===== src/rtl/ex_mem_if.sv =====
// EX->MEM boundary bundle: EX-side handshake and payload, MEM-side handshake and head payload.
// The block uses the slave modport; the surrounding pipeline (or a bench) uses master.
interface ex_mem_if #(
  parameter int XLEN   = 32,
  parameter int REG_AW = 5
);
  logic              in_valid;
  logic              in_ready;
  logic              flush;
  logic [XLEN-1:0]   pc_i;
  logic [XLEN-1:0]   pc_next_i;
  logic [XLEN-1:0]   pc_target_i;
  logic [XLEN-1:0]   alu_result_i;
  logic [XLEN-1:0]   store_data_i;
  logic [REG_AW-1:0] rd_i;
  logic              reg_write_i;
  logic              branch_i;
  logic              zero_i;
  logic              pc_src_i;
  logic [1:0]        mem_con_i;
  logic [1:0]        result_src_i;

  logic              out_valid;
  logic              out_ready;
  logic [XLEN-1:0]   pc_o;
  logic [XLEN-1:0]   pc_next_o;
  logic [XLEN-1:0]   pc_target_o;
  logic [XLEN-1:0]   alu_result_o;
  logic [XLEN-1:0]   store_data_o;
  logic [REG_AW-1:0] rd_o;
  logic              reg_write_o;
  logic              branch_o;
  logic              zero_o;
  logic              pc_src_o;
  logic [1:0]        mem_con_o;
  logic [1:0]        result_src_o;
  logic              taken_o;

  modport slave (
    input  in_valid, flush, out_ready,
    input  pc_i, pc_next_i, pc_target_i, alu_result_i, store_data_i, rd_i,
    input  reg_write_i, branch_i, zero_i, pc_src_i, mem_con_i, result_src_i,
    output in_ready, out_valid,
    output pc_o, pc_next_o, pc_target_o, alu_result_o, store_data_o, rd_o,
    output reg_write_o, branch_o, zero_o, pc_src_o, mem_con_o, result_src_o, taken_o
  );

  modport master (
    output in_valid, flush, out_ready,
    output pc_i, pc_next_i, pc_target_i, alu_result_i, store_data_i, rd_i,
    output reg_write_i, branch_i, zero_i, pc_src_i, mem_con_i, result_src_i,
    input  in_ready, out_valid,
    input  pc_o, pc_next_o, pc_target_o, alu_result_o, store_data_o, rd_o,
    input  reg_write_o, branch_o, zero_o, pc_src_o, mem_con_o, result_src_o, taken_o
  );
endinterface


===== src/rtl/ex_mem_skid_reg.sv =====
// EX->MEM pipeline register with a 2-entry skid buffer and registered in_ready.
// Define EX_MEM_PERF_EN to add the stall_cnt / flush_cnt performance counters.
module ex_mem_skid_reg #(
  parameter int XLEN      = 32,
  parameter int REG_AW    = 5,
  parameter int CTRL_GATE = 1
) (
  input  logic        clk,
  input  logic        rst,
  ex_mem_if.slave     bus
`ifdef EX_MEM_PERF_EN
  ,
  output logic [31:0] stall_cnt,
  output logic [15:0] flush_cnt
`endif
);

  typedef struct packed {
    logic [XLEN-1:0]   pc;
    logic [XLEN-1:0]   pc_next;
    logic [XLEN-1:0]   pc_target;
    logic [XLEN-1:0]   alu_result;
    logic [XLEN-1:0]   store_data;
    logic [REG_AW-1:0] rd;
    logic              reg_write;
    logic              branch;
    logic              zero;
    logic              pc_src;
    logic [1:0]        mem_con;
    logic [1:0]        result_src;
    logic              taken;
  } entry_t;

  entry_t in_entry;
  entry_t m_q, s_q, m_d, s_d;
  logic   m_v, s_v, m_v_d, s_v_d;
  logic   in_ready_q;
  logic   accept, drain, gate;

  assign accept = bus.in_valid & in_ready_q;
  assign drain  = m_v & bus.out_ready;

  always_comb begin
    in_entry            = '0;
    in_entry.pc         = bus.pc_i;
    in_entry.pc_next    = bus.pc_next_i;
    in_entry.pc_target  = bus.pc_target_i;
    in_entry.alu_result = bus.alu_result_i;
    in_entry.store_data = bus.store_data_i;
    in_entry.rd         = bus.rd_i;
    in_entry.reg_write  = bus.reg_write_i;
    in_entry.branch     = bus.branch_i;
    in_entry.zero       = bus.zero_i;
    in_entry.pc_src     = bus.pc_src_i;
    in_entry.mem_con    = bus.mem_con_i;
    in_entry.result_src = bus.result_src_i;
    // Redirect decision is resolved here so MEM never recomputes it.
    in_entry.taken      = bus.pc_src_i | (bus.branch_i & bus.zero_i);
  end

  // Next-state: flush wins; otherwise M is always the older entry.
  always_comb begin
    m_d   = m_q;
    s_d   = s_q;
    m_v_d = m_v;
    s_v_d = s_v;
    if (bus.flush) begin
      m_v_d = 1'b0;
      s_v_d = 1'b0;
    end else if (drain) begin
      if (s_v) begin
        m_d = s_q;
        if (accept) s_d = in_entry;
        else        s_v_d = 1'b0;
      end else if (accept) begin
        m_d = in_entry;
      end else begin
        m_v_d = 1'b0;
      end
    end else if (m_v) begin
      if (accept) begin
        s_d   = in_entry;
        s_v_d = 1'b1;
      end
    end else if (accept) begin
      m_d   = in_entry;
      m_v_d = 1'b1;
    end
  end

  // Storage stage: M/S registers, valid bits and registered ready.
  always_ff @(posedge clk or posedge rst) begin
    if (rst) begin
      m_q        <= '0;
      s_q        <= '0;
      m_v        <= 1'b0;
      s_v        <= 1'b0;
      in_ready_q <= 1'b1;
    end else begin
      m_q        <= m_d;
      s_q        <= s_d;
      m_v        <= m_v_d;
      s_v        <= s_v_d;
      in_ready_q <= ~s_v_d;
    end
  end

  assign gate = m_v | (CTRL_GATE == 0);

  assign bus.in_ready     = in_ready_q;
  assign bus.out_valid    = m_v;
  assign bus.pc_o         = m_q.pc;
  assign bus.pc_next_o    = m_q.pc_next;
  assign bus.pc_target_o  = m_q.pc_target;
  assign bus.alu_result_o = m_q.alu_result;
  assign bus.store_data_o = m_q.store_data;
  assign bus.rd_o         = m_q.rd;
  assign bus.reg_write_o  = m_q.reg_write & gate;
  assign bus.branch_o     = m_q.branch;
  assign bus.zero_o       = m_q.zero;
  assign bus.pc_src_o     = m_q.pc_src;
  assign bus.mem_con_o    = m_q.mem_con & {2{gate}};
  assign bus.result_src_o = m_q.result_src;
  assign bus.taken_o      = m_q.taken & m_v;

`ifdef EX_MEM_PERF_EN
  // Counter stage: stalled-head cycles and flushes that killed live entries.
  always_ff @(posedge clk or posedge rst) begin
    if (rst) begin
      stall_cnt <= '0;
      flush_cnt <= '0;
    end else begin
      if (m_v & ~bus.out_ready)   stall_cnt <= stall_cnt + 32'd1;
      if (bus.flush & (m_v | s_v)) flush_cnt <= flush_cnt + 16'd1;
    end
  end
`endif

endmodule


===== src/flat_wrapper.sv =====
// flat-port wrapper written by rule: the top's interface ports become plain ports
module ex_mem_skid_reg_flat 
#(
  parameter int XLEN      = 32,
  parameter int REG_AW    = 5,
  parameter int CTRL_GATE = 1
)
  (clk, rst, bus_in_valid, bus_flush, bus_out_ready, bus_pc_i, bus_pc_next_i, bus_pc_target_i, bus_alu_result_i, bus_store_data_i, bus_rd_i, bus_reg_write_i, bus_branch_i, bus_zero_i, bus_pc_src_i, bus_mem_con_i, bus_result_src_i, bus_in_ready, bus_out_valid, bus_pc_o, bus_pc_next_o, bus_pc_target_o, bus_alu_result_o, bus_store_data_o, bus_rd_o, bus_reg_write_o, bus_branch_o, bus_zero_o, bus_pc_src_o, bus_mem_con_o, bus_result_src_o, bus_taken_o);
  ex_mem_if #(.XLEN(XLEN), .REG_AW(REG_AW)) bus_i ();
  input  logic clk;
  input  logic rst;
  input wire logic [$bits(bus_i.in_valid)-1:0] bus_in_valid;
  input wire logic [$bits(bus_i.flush)-1:0] bus_flush;
  input wire logic [$bits(bus_i.out_ready)-1:0] bus_out_ready;
  input wire logic [$bits(bus_i.pc_i)-1:0] bus_pc_i;
  input wire logic [$bits(bus_i.pc_next_i)-1:0] bus_pc_next_i;
  input wire logic [$bits(bus_i.pc_target_i)-1:0] bus_pc_target_i;
  input wire logic [$bits(bus_i.alu_result_i)-1:0] bus_alu_result_i;
  input wire logic [$bits(bus_i.store_data_i)-1:0] bus_store_data_i;
  input wire logic [$bits(bus_i.rd_i)-1:0] bus_rd_i;
  input wire logic [$bits(bus_i.reg_write_i)-1:0] bus_reg_write_i;
  input wire logic [$bits(bus_i.branch_i)-1:0] bus_branch_i;
  input wire logic [$bits(bus_i.zero_i)-1:0] bus_zero_i;
  input wire logic [$bits(bus_i.pc_src_i)-1:0] bus_pc_src_i;
  input wire logic [$bits(bus_i.mem_con_i)-1:0] bus_mem_con_i;
  input wire logic [$bits(bus_i.result_src_i)-1:0] bus_result_src_i;
  output wire logic [$bits(bus_i.in_ready)-1:0] bus_in_ready;
  output wire logic [$bits(bus_i.out_valid)-1:0] bus_out_valid;
  output wire logic [$bits(bus_i.pc_o)-1:0] bus_pc_o;
  output wire logic [$bits(bus_i.pc_next_o)-1:0] bus_pc_next_o;
  output wire logic [$bits(bus_i.pc_target_o)-1:0] bus_pc_target_o;
  output wire logic [$bits(bus_i.alu_result_o)-1:0] bus_alu_result_o;
  output wire logic [$bits(bus_i.store_data_o)-1:0] bus_store_data_o;
  output wire logic [$bits(bus_i.rd_o)-1:0] bus_rd_o;
  output wire logic [$bits(bus_i.reg_write_o)-1:0] bus_reg_write_o;
  output wire logic [$bits(bus_i.branch_o)-1:0] bus_branch_o;
  output wire logic [$bits(bus_i.zero_o)-1:0] bus_zero_o;
  output wire logic [$bits(bus_i.pc_src_o)-1:0] bus_pc_src_o;
  output wire logic [$bits(bus_i.mem_con_o)-1:0] bus_mem_con_o;
  output wire logic [$bits(bus_i.result_src_o)-1:0] bus_result_src_o;
  output wire logic [$bits(bus_i.taken_o)-1:0] bus_taken_o;
  assign bus_i.in_valid = bus_in_valid;
  assign bus_i.flush = bus_flush;
  assign bus_i.out_ready = bus_out_ready;
  assign bus_i.pc_i = bus_pc_i;
  assign bus_i.pc_next_i = bus_pc_next_i;
  assign bus_i.pc_target_i = bus_pc_target_i;
  assign bus_i.alu_result_i = bus_alu_result_i;
  assign bus_i.store_data_i = bus_store_data_i;
  assign bus_i.rd_i = bus_rd_i;
  assign bus_i.reg_write_i = bus_reg_write_i;
  assign bus_i.branch_i = bus_branch_i;
  assign bus_i.zero_i = bus_zero_i;
  assign bus_i.pc_src_i = bus_pc_src_i;
  assign bus_i.mem_con_i = bus_mem_con_i;
  assign bus_i.result_src_i = bus_result_src_i;
  assign bus_in_ready = bus_i.in_ready;
  assign bus_out_valid = bus_i.out_valid;
  assign bus_pc_o = bus_i.pc_o;
  assign bus_pc_next_o = bus_i.pc_next_o;
  assign bus_pc_target_o = bus_i.pc_target_o;
  assign bus_alu_result_o = bus_i.alu_result_o;
  assign bus_store_data_o = bus_i.store_data_o;
  assign bus_rd_o = bus_i.rd_o;
  assign bus_reg_write_o = bus_i.reg_write_o;
  assign bus_branch_o = bus_i.branch_o;
  assign bus_zero_o = bus_i.zero_o;
  assign bus_pc_src_o = bus_i.pc_src_o;
  assign bus_mem_con_o = bus_i.mem_con_o;
  assign bus_result_src_o = bus_i.result_src_o;
  assign bus_taken_o = bus_i.taken_o;
  ex_mem_skid_reg #(.XLEN(XLEN), .REG_AW(REG_AW), .CTRL_GATE(CTRL_GATE)) u_core (.clk(clk), .rst(rst), .bus(bus_i));
endmodule

===== config.mk =====
export PLATFORM = sky130hd
export DESIGN_NAME = ex_mem_skid_reg_flat
export DESIGN_NICKNAME = d
export VERILOG_FILES = /design/src/rtl/ex_mem_if.sv /design/src/rtl/ex_mem_skid_reg.sv /design/src/flat_wrapper.sv
export SDC_FILE = /design/constraint.sdc
export NUM_CORES = 1
export LEC_CHECK = 0
export BUFFER_PORTS_ARGS = -buffer_cell sky130_fd_sc_hd__buf_2
export CAP_MARGIN = 20
export CELL_PAD_IN_SITES_DETAIL_PLACEMENT = 0
export CELL_PAD_IN_SITES_GLOBAL_PLACEMENT = 2
export CORE_UTILIZATION = 34
export CTS_CLUSTER_DIAMETER = 120
export DETAILED_ROUTE_END_ITERATION = 12
export PLACE_DENSITY = 0.74
export SYNTH_ARGS = -nofsm -noshare
export SYNTH_HDL_FRONTEND = slang
export SYNTH_SLANG_ARGS = --single-unit

===== constraint.sdc =====
create_clock -name clk -period 12.22 [get_ports clk]
set_input_delay 1.833 -clock clk [delete_from_list [all_inputs] [get_ports clk]]
set_output_delay 1.833 -clock clk [all_outputs]
set_load 0.03 [all_outputs]

==> summary.md <==
| Metric | Value |
|---|---|
| Post-CTS sizing | `0` |
| Cts bufs inserted | `42` |
| CP required | `12.62 ns` |
| I/O pin total | `~350` |
| Clock insertion delay at the later pin of the skew report | `between 0.5 and 0.6 ns` |
| Synth top area share | `about half` |
| Combinational share of power | `roughly a quarter` |
| Clock power share | `between 30% and 40%` |
| Synth Area in Simple Gates | `under 10%` |
| Clock sinks | `roughly 350` |
| Most frequent cells in the layout | `buf_2, dfrtp_1, a31oi_1, and4_1, o2bb2ai_1` |
| Startpoint types | `input port` |
| Remaining antenna violation count | `0` |
| Post-layout min period | `between 4 and 5 ns` |
| Main combinational cell family by area after synthesis | `compound AO/OA/AOI/OAI gates` |
| Cell Pwr Density | `around 190 nW/um^2` |
| Die area | `52900 um^2` |
| Global-route wire length before repair | `around 80000 um` |
| Hold-fix buffers at CTS | `0` |
| First DRT Iteration DRCs | `roughly 950` |
| XOR/XNOR Fraction of Synth Area | `0%` |
| Setup TNS | `0 ns` |
| Post-DP HPWL | `between 20000 and 30000 um` |
| Synthesized net count | `between 1500 and 2000` |
| Kind of end point of the critical path | `flip-flop` |
| Vias | `about 12000` |
| Std-Cell Core Area | `approximately 51000 um^2` |
| Pin count of the biggest net entering global routing | `about 180` |
| Synth Area in Compound Gates | `between 10% and 20%` |
| Vias in the first global route | `between 10000 and 15000` |
| Post-layout net count | `~1700` |
| Port buffer count | `around 350` |
| Gp weighted congestion | `roughly 0.75` |
| CP cell instances | `buf_4 > buf_4 > nand3_4 > a221o_4 > buf_4 > o2bb2ai_1` |
| Final Hold Vio Count | `0` |
| Slew @ Worst Pin | `approximately 1.1 ns` |
| Yosys cell types | `29` |
| Run status | `finished clean` |
| Area delta synth->final | `12.2%` |
| Slew HR | `between 20% and 30%` |
| Cell row count | `83` |
| Hold_ws | `a little under 0.5 ns` |
| Clock transition at path regs | `~0.06 ns` |
| Post-synth EDFFs | `0` |
| Mux contribution to synthesized area | `between 10% and 20%` |
| Slowest cell on the critical path | `a221o_4` |
| Leak Pwr | `roughly 9.4 nW` |
| Placed Cells incl. Taps | `2122` |
| Synth Cell Area | `17700 um^2` |
| Fraction of registers with async set/reset | `100%` |
| Drt wl/cell | `between 20 and 25 um` |
| Mean Syn Cell Area | `12.7 um^2` |
| Vias per inst | `5.55` |
| Area leader, netlist | `dfrtp_1` |
| Die height | `about 230 um` |
| # DRC | `0` |
| Area contributors post-synth | `dfrtp_1, mux2_4, and4_1` |
| Skew final | `0.0128 ns` |
| Clock Tree Buf Depth | `3` |
| Antenna violations before repair | `7` |
| Setup CP Type | `input port to flip-flop` |
| Hold crit path type | `flip-flop to flip-flop` |
| Layout cell share with drive strength beyond 1 | `roughly two fifths` |
| Final WL | `roughly 51000 um` |
| Worst EP arrival | `~4.9 ns` |
| CP max stage delay | `0.83 ns` |
| Most frequent CP cell | `buf_4` |
| TritonCTS clock tree | `yes` |
| # setup viols final | `0` |
| Final global-route overflow total | `0` |
| Worst VDD drop | `between 0.00009 and 0.0001 V` |
| Most common cell after layout, fill and taps aside | `buf_2` |
| F_max | `around 0.22 GHz` |
| DR pass1 iterations | `5` |
| Flop pwr share | `a little over two fifths` |
| Slew Viols, Final | `0` |
| Starting density of the core | `34.5%` |
| Primary FF master, synth | `dfrtp_1` |
| Final Instance Area | `just under 20000 um^2` |
| Tcrit/Tclk final | `a little under two fifths` |
| Net Sw Frac | `~30%` |
| Internal power | `~2.6 mW` |
| #FFs+latches synth | `between 300 and 400` |
| Global Route Usage Sum | `about a fifth` |
| Area after DPL | `between 15000 and 20000 um^2` |
| Switching Power | `1.16 mW` |
| Htree depth | `2` |
| Crit Path Max Fanout | `slightly above 90` |
| RSZ-0062 raised after global routing | `no` |
| Adder-cell share of the synthesized area | `0%` |
| Max-cap check violation count | `0` |
| Final core occ | `38.6%` |
| Die W | `230 um` |
| Syn Inst Count | `between 1000 and 1500` |
| Post-Layout Cell Count | `2200` |
| Setup bufs post-CTS | `0` |
| Seq/Total Area, Yosys | `roughly 50%` |
| Clock Root Buffer | `clkbuf_16` |
| Yosys warns | `0` |
==> worst paths after layout <==
| check | endpoint | slack (ns) | cells after the start | startpoint |
|---|---|---|---|---|
| max | u_core.bus.pc_target_o[21] | 7.68 | 6 | bus_out_ready |
| max in group asynchronous | u_core.s_q[87] | 9.19 | 3 | rst |
| min in group asynchronous | u_core.bus.store_data_o[25] | 1.41 | 2 | rst |
| max reg2reg | u_core.s_q[127] | 8.57 | 5 | u_core.s_v |
| min reg2reg | u_core.bus.pc_o[20] | 0.48 | 1 | u_core.bus.pc_o[20] |
| min | u_core.bus.pc_o[20] | 0.48 | 1 | u_core.bus.pc_o[20] |
==> routing by layer <==
layer | share of wire (%) | vias to the layer above | GRT usage (%)
li1 | - | 5388 | -
met1 | 48 | 6400 | 26.9
met2 | 45 | 340 | 28.9
met3 | 4.8 | 80 | 3.82
met4 | 2.6 | 12 | 6.35
met5 | 0.16 | - | 0
==> power groups by stage <==
stage	Sequential [mW]	Combinational, mW	Clock (mW)
after CTS	1.61	0.909	1.29
after global routing	1.65	0.958	1.34
after floorplan	1.57	0.822	0
final	1.62	0.899	1.26
after detailed placement	1.62	0.907	0
after global placement	1.62	0.892	0
==> cell type report <==
cell class,instances,area [um^2]
fill,4984,31500
sequential,351,8790
multi-input combinational,717,6860
timing repair buffer,370,1920
clock buffer,70,1320
tap,680,851
clock inverter,6,57.6
inverter,4,22.5
antenna,2,5.00
==> critical path, delay by kind of cell <==
kind / cells / cell delay, ns
AOI/OAI and AO/OA: 2 / 1.11
buffers and inverters: 3 / 1.26
and+or+nand+nor: 1 / 0.64
==> cells by family (layout without fill, tap and decap cells) <==
group / after synthesis / in the layout
other: 0 / 2
DFF: 351 / 351
and+or+nand+nor: 186 / 186
buffers and inverters: 328 / 450
AOI/OAI and AO/OA: 357 / 357
muxes: 174 / 174
==> registers in the layout, indices dropped and copies added, names as in the netlist <==
signal,count
u_core.s_q,174
u_core.bus.in_ready,1
u_core.bus.pc_target_o,32
u_core.m_q,4
u_core.bus.store_data_o,32
u_core.bus.result_src_o,2
u_core.bus.pc_src_o,1
u_core.bus.rd_o,5
u_core.bus.pc_o,32
u_core.bus.zero_o,1
u_core.bus.branch_o,1
u_core.bus.pc_next_o,32
u_core.s_v,1
u_core.bus.out_valid,1
u_core.bus.alu_result_o,32
==> through the flow <==
| stage | setup slack, ns | power (mW) |
|---|---|---|
| 5_1_grt | 7.49 | 3.95 |
| 6_report | 7.68 | 3.77 |
| 2_1_floorplan | 0.653 | 2.40 |
| 3_3_place_gp | 7.08 | 2.51 |
| 4_1_cts | 7.66 | 3.82 |
| 3_5_place_dp | 7.05 | 2.53 |
==> synth_stat cells (4+ instances only) <==
library cell	n
a31oi_1	174
and2_1	5
buf_1	13
buf_6	21
buf_2	25
and4_1	173
buf_4	173
inv_1	4
o2bb2ai_1	173
mux2_4	160
clkbuf_1	92
mux2_2	14
dfrtp_1	350
Power figures use the tool's default switching activity.
